--- config.mk ---
export PLATFORM = sky130hd
export DESIGN_NAME = psum_accumulator_flat
export DESIGN_NICKNAME = d
export VERILOG_FILES = /design/src/rtl/psum_accumulator_if.sv /design/src/rtl/psum_accumulator.sv /design/src/flat_wrapper.sv
export SDC_FILE = /design/constraint.sdc
export NUM_CORES = 1
export LEC_CHECK = 0
export BUFFER_PORTS_ARGS = -buffer_cell sky130_fd_sc_hd__buf_4
export CAP_MARGIN = 20
export CORE_MARGIN = 2
export CORE_UTILIZATION = 34
export CTS_CLUSTER_SIZE = 24
export DETAILED_ROUTE_END_ITERATION = 12
export GPL_TIMING_DRIVEN = 0
export SYNTH_ARGS = -nofsm -noshare
export SYNTH_HDL_FRONTEND = slang
export SYNTH_SLANG_ARGS = --single-unit
--- constraint.sdc ---
create_clock -name clk -period 9.01 [get_ports clk]
set_clock_uncertainty 0.15 [all_clocks]
set_input_delay 2.703 -clock clk [delete_from_list [all_inputs] [get_ports clk]]
set_output_delay 2.703 -clock clk [all_outputs]
set_load 0.01 [all_outputs]
--- src/rtl/psum_accumulator_if.sv ---
// psum_accumulator_if
// Groups the psum input beat stream and the accumulated-pixel output stream
// of psum_accumulator into one bundle.
//
// Handshake rule for both streams: a transfer happens on a rising clock edge
// where valid and ready are both 1. A producer holding valid keeps its payload
// stable until that edge. A consumer may raise or drop ready at any time.
//
// Signals
//   psum       N_PE*PSUM_W  lane k at [PSUM_W*k +: PSUM_W], signed
//   psum_valid 1            beat present
//   psum_last  1            final channel beat of the current pixel
//   psum_ready 1            accumulator accepts a beat this cycle
//   out_data   ACC_W        accumulated pixel sum, signed
//   out_count  CNT_W        beats accumulated into out_data, saturating
//   out_ovf    1            signed overflow seen while accumulating the pixel
//   out_valid  1            result held on the output
//   out_ready  1            consumer takes the result
// Modports
//   master : upstream PE kernel plus downstream write-back (drives beats,
//            takes results)
//   slave  : the accumulator itself
interface psum_accumulator_if #(
  parameter int N_PE   = 9,
  parameter int PSUM_W = 16,
  parameter int ACC_W  = 32,
  parameter int CNT_W  = 8
);
  logic [N_PE*PSUM_W-1:0] psum;
  logic                   psum_valid;
  logic                   psum_last;
  logic                   psum_ready;
  logic [ACC_W-1:0]       out_data;
  logic [CNT_W-1:0]       out_count;
  logic                   out_ovf;
  logic                   out_valid;
  logic                   out_ready;

  modport master (
    output psum, psum_valid, psum_last, out_ready,
    input  psum_ready, out_data, out_count, out_ovf, out_valid
  );

  modport slave (
    input  psum, psum_valid, psum_last, out_ready,
    output psum_ready, out_data, out_count, out_ovf, out_valid
  );
endinterface

--- src/rtl/psum_accumulator.sv ---
// psum_accumulator
// Reduces the nine signed partial sums the 3x3 PE kernel produces per beat
// through a two-stage adder tree (three 3-lane group sums, then their total)
// and accumulates the beat totals over input channels until a beat marked
// psum_last. The finished pixel is presented on a valid/ready output.
//
// Pipeline: S1 (group sums) -> S2 (tree total) -> accumulate/output register.
// A single advance enable freezes every stage while the output holds an
// unaccepted result, so at most two beats sit in flight during a stall.
//
// Ports
//   clk        clock, all state on the rising edge
//   rst        asynchronous, active-high reset
//   bus        psum_accumulator_if.slave (beat input, pixel output)
//   dbg_state  accumulate FSM state (0 = IDLE, 1 = ACCUM)
module psum_accumulator #(
  parameter int N_PE   = 9,
  parameter int PSUM_W = 16,
  parameter int ACC_W  = 32,
  parameter int CNT_W  = 8
) (
  input  logic                 clk,
  input  logic                 rst,
  psum_accumulator_if.slave    bus,
  output logic [0:0]           dbg_state
);

  localparam int N_GRP = N_PE / 3;
  // Three lanes add at most 2 bits, three groups at most 2 more.
  localparam int G_W   = PSUM_W + 2;
  localparam int T_W   = PSUM_W + 4;

  localparam logic [0:0] IDLE  = 1'b0;
  localparam logic [0:0] ACCUM = 1'b1;

  localparam logic [CNT_W-1:0] CNT_MAX = '1;

  logic                     en;
  logic signed [G_W-1:0]    g_next [N_GRP];

  logic                     s1_valid;
  logic                     s1_last;
  logic signed [G_W-1:0]    s1_g [N_GRP];
  logic signed [T_W-1:0]    t_next;

  logic                     s2_valid;
  logic                     s2_last;
  logic signed [T_W-1:0]    s2_t;

  logic [0:0]               state;
  logic [ACC_W-1:0]         acc;
  logic [CNT_W-1:0]         cnt;
  logic                     ovf;

  logic [ACC_W-1:0]         acc_base;
  logic [CNT_W-1:0]         cnt_base;
  logic                     ovf_base;
  logic [ACC_W-1:0]         t_ext;
  logic [ACC_W-1:0]         sum;
  logic                     add_ovf;
  logic                     ovf_new;
  logic [CNT_W-1:0]         cnt_new;

  // The whole pipeline advances unless a finished result is waiting.
  assign en             = ~bus.out_valid | bus.out_ready;
  assign bus.psum_ready = en;
  assign dbg_state      = state;

  // Stage 1 combinational: group g sums lanes 3g..3g+2, sign-extended.
  always_comb begin
    for (int g = 0; g < N_GRP; g++) begin
      g_next[g] = '0;
      for (int j = 0; j < 3; j++) begin
        g_next[g] = g_next[g] + G_W'($signed(bus.psum[(3*g+j)*PSUM_W +: PSUM_W]));
      end
    end
  end

  // Stage 2 combinational: exact tree total of the registered group sums.
  always_comb begin
    t_next = '0;
    for (int g = 0; g < N_GRP; g++) begin
      t_next = t_next + T_W'(s1_g[g]);
    end
  end

  // Accumulate stage: IDLE starts a fresh pixel from zero bases.
  always_comb begin
    acc_base = (state == ACCUM) ? acc : '0;
    cnt_base = (state == ACCUM) ? cnt : '0;
    ovf_base = (state == ACCUM) ? ovf : 1'b0;
    t_ext    = ACC_W'(s2_t);
    sum      = acc_base + t_ext;
    // Signed overflow: operands agree in sign, result disagrees.
    add_ovf  = (acc_base[ACC_W-1] == t_ext[ACC_W-1]) &&
               (sum[ACC_W-1] != acc_base[ACC_W-1]);
    ovf_new  = ovf_base | add_ovf;
    cnt_new  = (cnt_base == CNT_MAX) ? CNT_MAX : cnt_base + 1'b1;
  end

  always_ff @(posedge clk or posedge rst) begin
    if (rst) begin
      s1_valid <= 1'b0;
      s1_last  <= 1'b0;
      for (int g = 0; g < N_GRP; g++) begin
        s1_g[g] <= '0;
      end
      s2_valid <= 1'b0;
      s2_last  <= 1'b0;
      s2_t     <= '0;
    end else if (en) begin
      s1_valid <= bus.psum_valid;
      s1_last  <= bus.psum_last;
      if (bus.psum_valid) begin
        for (int g = 0; g < N_GRP; g++) begin
          s1_g[g] <= g_next[g];
        end
      end
      s2_valid <= s1_valid;
      s2_last  <= s1_last;
      if (s1_valid) begin
        s2_t <= t_next;
      end
    end
  end

  always_ff @(posedge clk or posedge rst) begin
    if (rst) begin
      state         <= IDLE;
      acc           <= '0;
      cnt           <= '0;
      ovf           <= 1'b0;
      bus.out_data  <= '0;
      bus.out_count <= '0;
      bus.out_ovf   <= 1'b0;
      bus.out_valid <= 1'b0;
    end else if (en && s2_valid) begin
      if (s2_last) begin
        // Loading a new result may coincide with the consumer taking the
        // previous one; the new value simply replaces it.
        bus.out_data  <= sum;
        bus.out_count <= cnt_new;
        bus.out_ovf   <= ovf_new;
        bus.out_valid <= 1'b1;
        state         <= IDLE;
      end else begin
        acc           <= sum;
        cnt           <= cnt_new;
        ovf           <= ovf_new;
        state         <= ACCUM;
        if (bus.out_ready) begin
          bus.out_valid <= 1'b0;
        end
      end
    end else if (bus.out_ready) begin
      bus.out_valid <= 1'b0;
    end
  end

endmodule
--- src/flat_wrapper.sv ---
// flat-port wrapper written by rule: the top's interface ports become plain ports
module psum_accumulator_flat 
#(
  parameter int N_PE   = 9,
  parameter int PSUM_W = 16,
  parameter int ACC_W  = 32,
  parameter int CNT_W  = 8
)
  (clk, rst, dbg_state, bus_psum, bus_psum_valid, bus_psum_last, bus_out_ready, bus_psum_ready, bus_out_data, bus_out_count, bus_out_ovf, bus_out_valid);
  psum_accumulator_if #(.N_PE(N_PE), .PSUM_W(PSUM_W), .ACC_W(ACC_W), .CNT_W(CNT_W)) bus_i ();
  input  logic clk;
  input  logic rst;
  output logic [0:0] dbg_state;
  input wire logic [$bits(bus_i.psum)-1:0] bus_psum;
  input wire logic [$bits(bus_i.psum_valid)-1:0] bus_psum_valid;
  input wire logic [$bits(bus_i.psum_last)-1:0] bus_psum_last;
  input wire logic [$bits(bus_i.out_ready)-1:0] bus_out_ready;
  output wire logic [$bits(bus_i.psum_ready)-1:0] bus_psum_ready;
  output wire logic [$bits(bus_i.out_data)-1:0] bus_out_data;
  output wire logic [$bits(bus_i.out_count)-1:0] bus_out_count;
  output wire logic [$bits(bus_i.out_ovf)-1:0] bus_out_ovf;
  output wire logic [$bits(bus_i.out_valid)-1:0] bus_out_valid;
  assign bus_i.psum = bus_psum;
  assign bus_i.psum_valid = bus_psum_valid;
  assign bus_i.psum_last = bus_psum_last;
  assign bus_i.out_ready = bus_out_ready;
  assign bus_psum_ready = bus_i.psum_ready;
  assign bus_out_data = bus_i.out_data;
  assign bus_out_count = bus_i.out_count;
  assign bus_out_ovf = bus_i.out_ovf;
  assign bus_out_valid = bus_i.out_valid;
  psum_accumulator #(.N_PE(N_PE), .PSUM_W(PSUM_W), .ACC_W(ACC_W), .CNT_W(CNT_W)) u_core (.clk(clk), .rst(rst), .bus(bus_i), .dbg_state(dbg_state));
endmodule
==> Yosys cells after proc, flatten, opt, wreduce, memory -nomap -nowiden <==
Cells that the tools add are included.
{ "word_totals": {"ff_bits": 162, "inputBits": 149, "out_inout_bits": 44, "word_cells": 47} }
{ "op_classes": {"add_sub_neg": 10, "n_eq_ne": 3, "muxes": 8, "n_bitwise": 4, "reduce_logical": 6} }
{ "op_table": {"columns": ["cell", "n"], "rows": [
  ["$add A17 B16 Y18", 3],
  ["$add A16 B16 Y17", 3],
  ["$add A32 B32 Y32", 1],
  ["$mux W32", 1],
  ["$add A19 B18 Y20", 1],
  ["$add A18 B18 Y19", 1],
  ["$mux W8", 2],
  ["$add A8 B1 Y8 const B", 1],
  ["$eq A8 B8 Y1 const B", 1],
  ["$reduce_and A2 Y1", 4],
  ["$mux W1", 5],
  ["$logic_and A1 B1 Y1", 2],
  ["$not A1 Y1", 2],
  ["$or A1 B1 Y1", 2],
  ["$eq A1 B1 Y1", 1],
  ["$ne A1 B1 Y1", 1]
]} }

==> Depth between registers and ports, before layout <==
{ "depth": {"word_depth": 5, "ltp_mapped": 16, "ltp_nobuf": 16} }

==> Least setup slack after synthesis <==
OpenSTA, ideal clock, no wires.
{ "synth_path": {"path_kind": "input to output", "from": "input bus_out_ready", "to": "output bus_psum_ready", "arrival_time_ns": 3.308, "required_time_ns": 6.157, "slack_ns": 2.849, "cell_stages": 3, "path_buffers": 2, "cell_sequence": "nand2b_1 clkbuf_1 clkbuf_1"} }
{ "synth_via": {"elab_chain_cells": 1} }
{ "synth_lines": {"columns": ["item", "line_no", "text"], "rows": [
  ["from (decl)", "flat_wrapper.sv:17", "input wire logic [$bits(bus_i.out_ready)-1:0] bus_out_ready;"],
  ["$or A1 B1 Y1", "psum_accumulator.sv:65", "assign en = ~bus.out_valid | bus.out_ready;"],
  ["to (decl)", "flat_wrapper.sv:18", "output wire logic [$bits(bus_i.psum_ready)-1:0] bus_psum_ready;"]
]} }
No other way between the ends.

==> Final worst setup path <==
Ends and elaborated chain as after synthesis.

==> metrics <==
Worst VDD drop 0.165 mV; CP Class input port to output pin; status finished clean; grt total ovfl 0; Ant. Diodes 0; Sinks on Clock Net 162; Unique masters post-synth 70; met3 Usage GRT 2.57%; met1 Use GR 22.2%; Clk pin slew, worst setup/hold paths approximately 0.060 ns; CTS resizes 0; Post-Syn Area 11900 um^2; post-synthesis register bit count 162; Fill cells roughly 3500; Slew Viols, Final 0; Avg Inst Size Synth 9.44 um^2; first-pass GRT wire length 48.5 mm; PD cells 371 nW/um^2; Area contributors post-synth dfrtp_1 34%, fa_1 12%, ha_1 10%; Via density 4.92; CTS root buf clkbuf_16; Worst setup EP type output pin; Synth Net Count 1582; final hold vios 0; clk_lat worst skew 0.43 ns; CTS hold repair buffers 0; dominant synthesized flop cell dfrtp_1; synth-to-layout area growth 22.0%; maxcap violations 0; wire per inst 15.2 um; placeable core area ~35000 um^2; Worst Path Required 6.16 ns; remaining antenna violation count 0; FP Rows 68; FMAX 140 MHz; cell taking the most area after synthesis dfrtp_1; vias in the first global route 9698; dpl hpwl approximately 24 mm; Total Power approximately 5.4 mW; Setup Viol. Count Final 0; RSZ-0062 raised after global routing no; sequential share of the synthesized area 34.0%; initial core utilization about a third; worst slew pin tran 0.871 ns; drt drc 0; port buffer count 192; Setup Buffers After CTS 0; Final Cycle Share 79.4%; met2 usage 28.3%; DR pass1 iterations 6; layout cells sized above 1 between 15 and 20%; CTS H-tree lvls 4; Fin Hold WS 0.320 ns; crit-path max FO 10; Die Y 191 um; Hold WC Path Type flip-flop to flip-flop; nets@finish 1794; min Tclk post-route 7.16 ns; Rel. slew slack 42.0%; Synth Warn # 0; P_leak ~7 nW; startpoint types input port; DR vias 9569; io pins 193; pin count of the biggest net entering global routing ~110; worst-case clock buffer depth 2; Post-Syn Instances 1264; Total Routing Usage GR 16.5%; GPL Wtd Cong between 0.8 and 0.9; Synth top area share 34.0%; utilization after layout 42.1%; Critical Path AT 4.30 ns; cts bufs inserted 17; final wirelength 29.6 mm; initial antenna violation count 0; Async SR Flop Fraction 100%; Die X 191 um; First DRT Iteration DRCs 513; CTS tree built; number of synthesized flops with an enable pin 0; die area 36600 um^2; busiest grt layer met2
-- synthesized netlist by cell type, types with 10 or more instances --
cell,number
mux2_2,22
xor2_1,27
xnor2_1,56
and3_1,10
and2_1,36
a21o_1,36
a211oi_1,11
clkbuf_1,34
nor3_1,13
o21ai_0,60
nor2_1,52
dfrtp_1,162
a21oi_1,72
inv_1,54
o21bai_1,15
nand2_1,250
o21ai_1,51
ha_1,98
nand3_1,23
fa_1,71
-- routing by layer --
layer,up-vias,share of wire [%]
met5,-,0
met4,0,0.72
li1,4785,-
met1,4532,46
met3,17,4.8
met2,235,48
-- critical path: stages --
cell and delay [ns]:
buf_4 0.07, nand2b_1 0.09, clkbuf_1 0.45, clkbuf_1 0.72, buf_4 0.27
-- registers in the layout, indices dropped and copies added (netlist names) --
name and flops:
u_core.bus.out_data 32, u_core.s1_valid 1, u_core.s2_last 1, u_core.ovf 1, u_core.bus.out_count 8, u_core.bus.out_ovf 1, u_core.dbg_state 1, u_core.s2_t 20
u_core.acc 32, u_core.bus.out_valid 1, u_core.cnt 8, u_core.s2_valid 1, u_core.s1_g 54, u_core.s1_last 1
-- metrics by stage --
| step | cell area [um^2] | std cells | setup WS [ns] | setup TNS (ns) |
|---|---|---|---|---|
| final | 14500 | 1944 | 1.85 | 0 |
| after global routing | 14500 | 1944 | 1.81 | 0 |
| after CTS | 14500 | 1944 | 1.87 | 0 |
| after detailed placement | 14000 | 1912 | 1.89 | 0 |
| after global placement | 13900 | 1911 | -0.254 | -38.90 |
| after floorplan | 11900 | 1264 | 1.78 | 0 |
-- kinds of logic (layout without fill, tap and decap cells) --
logic type / count (synthesis) / in the layout / share of synthesized area (%)
AO/OA/AOI/OAI: 307 / 307 / 16.6
XOR/XNOR: 83 / 83 / 6.10
adder cells (fa/ha/maj): 169 / 169 / 22.2
buffers and inverters: 94 / 319 / 2.96
flip-flops: 162 / 162 / 34.0
multiplexers: 26 / 26 / 2.41
AND/OR/NAND/NOR: 423 / 423 / 15.7
-- worst paths after layout --
kind                                       start  depth (start not counted)  slack, ns                      to
min in group asynchronous                    rst                          2       2.12         u_core.s1_g[17]
worst max register to register  u_core.dbg_state                         14       4.55          u_core.acc[31]
max in group asynchronous                    rst                          3       5.70  u_core.bus.out_data[6]
worst max-delay path               bus_out_ready                          5       1.85          bus_psum_ready
worst min-delay path              u_core.acc[29]                          2       0.32          u_core.acc[29]
worst min register to register    u_core.acc[29]                          2       0.32          u_core.acc[29]
-- cell type report --
class	count	area [um^2]	area share (%)
Timing Repair Buffer	193	1470	10.1
Clock buffer	17	425	2.92
Sequential cell	162	4050	27.9
Inverter	55	214	1.47
Tap cell	455	569	3.91
Multi-Input combinational cell	1008	7520	51.7
Buffer	39	146	1.01
Clock inverter	15	149	1.02
-- cells in the final DEF, fill, tap and decap left out, types with 22 or more instances in the layout --
master	count
nand2_1	250
buf_4	192
dfrtp_1	162
ha_1	98
a21oi_1	72
fa_1	71
o21ai_0	60
xnor2_1	56
inv_1	53
nor2_1	52
o21ai_1	51
a21o_1	36
and2_1	36
clkbuf_1	34
xor2_1	27
nand3_1	23
mux2_2	22
-- where the power goes --
part	switching, mW	internal, mW
Clock	0.323	0.389
Sequential	0.253	1.07
Combinational	1.86	1.50
Total	2.44	2.96
(Power assumes the default switching activity.)
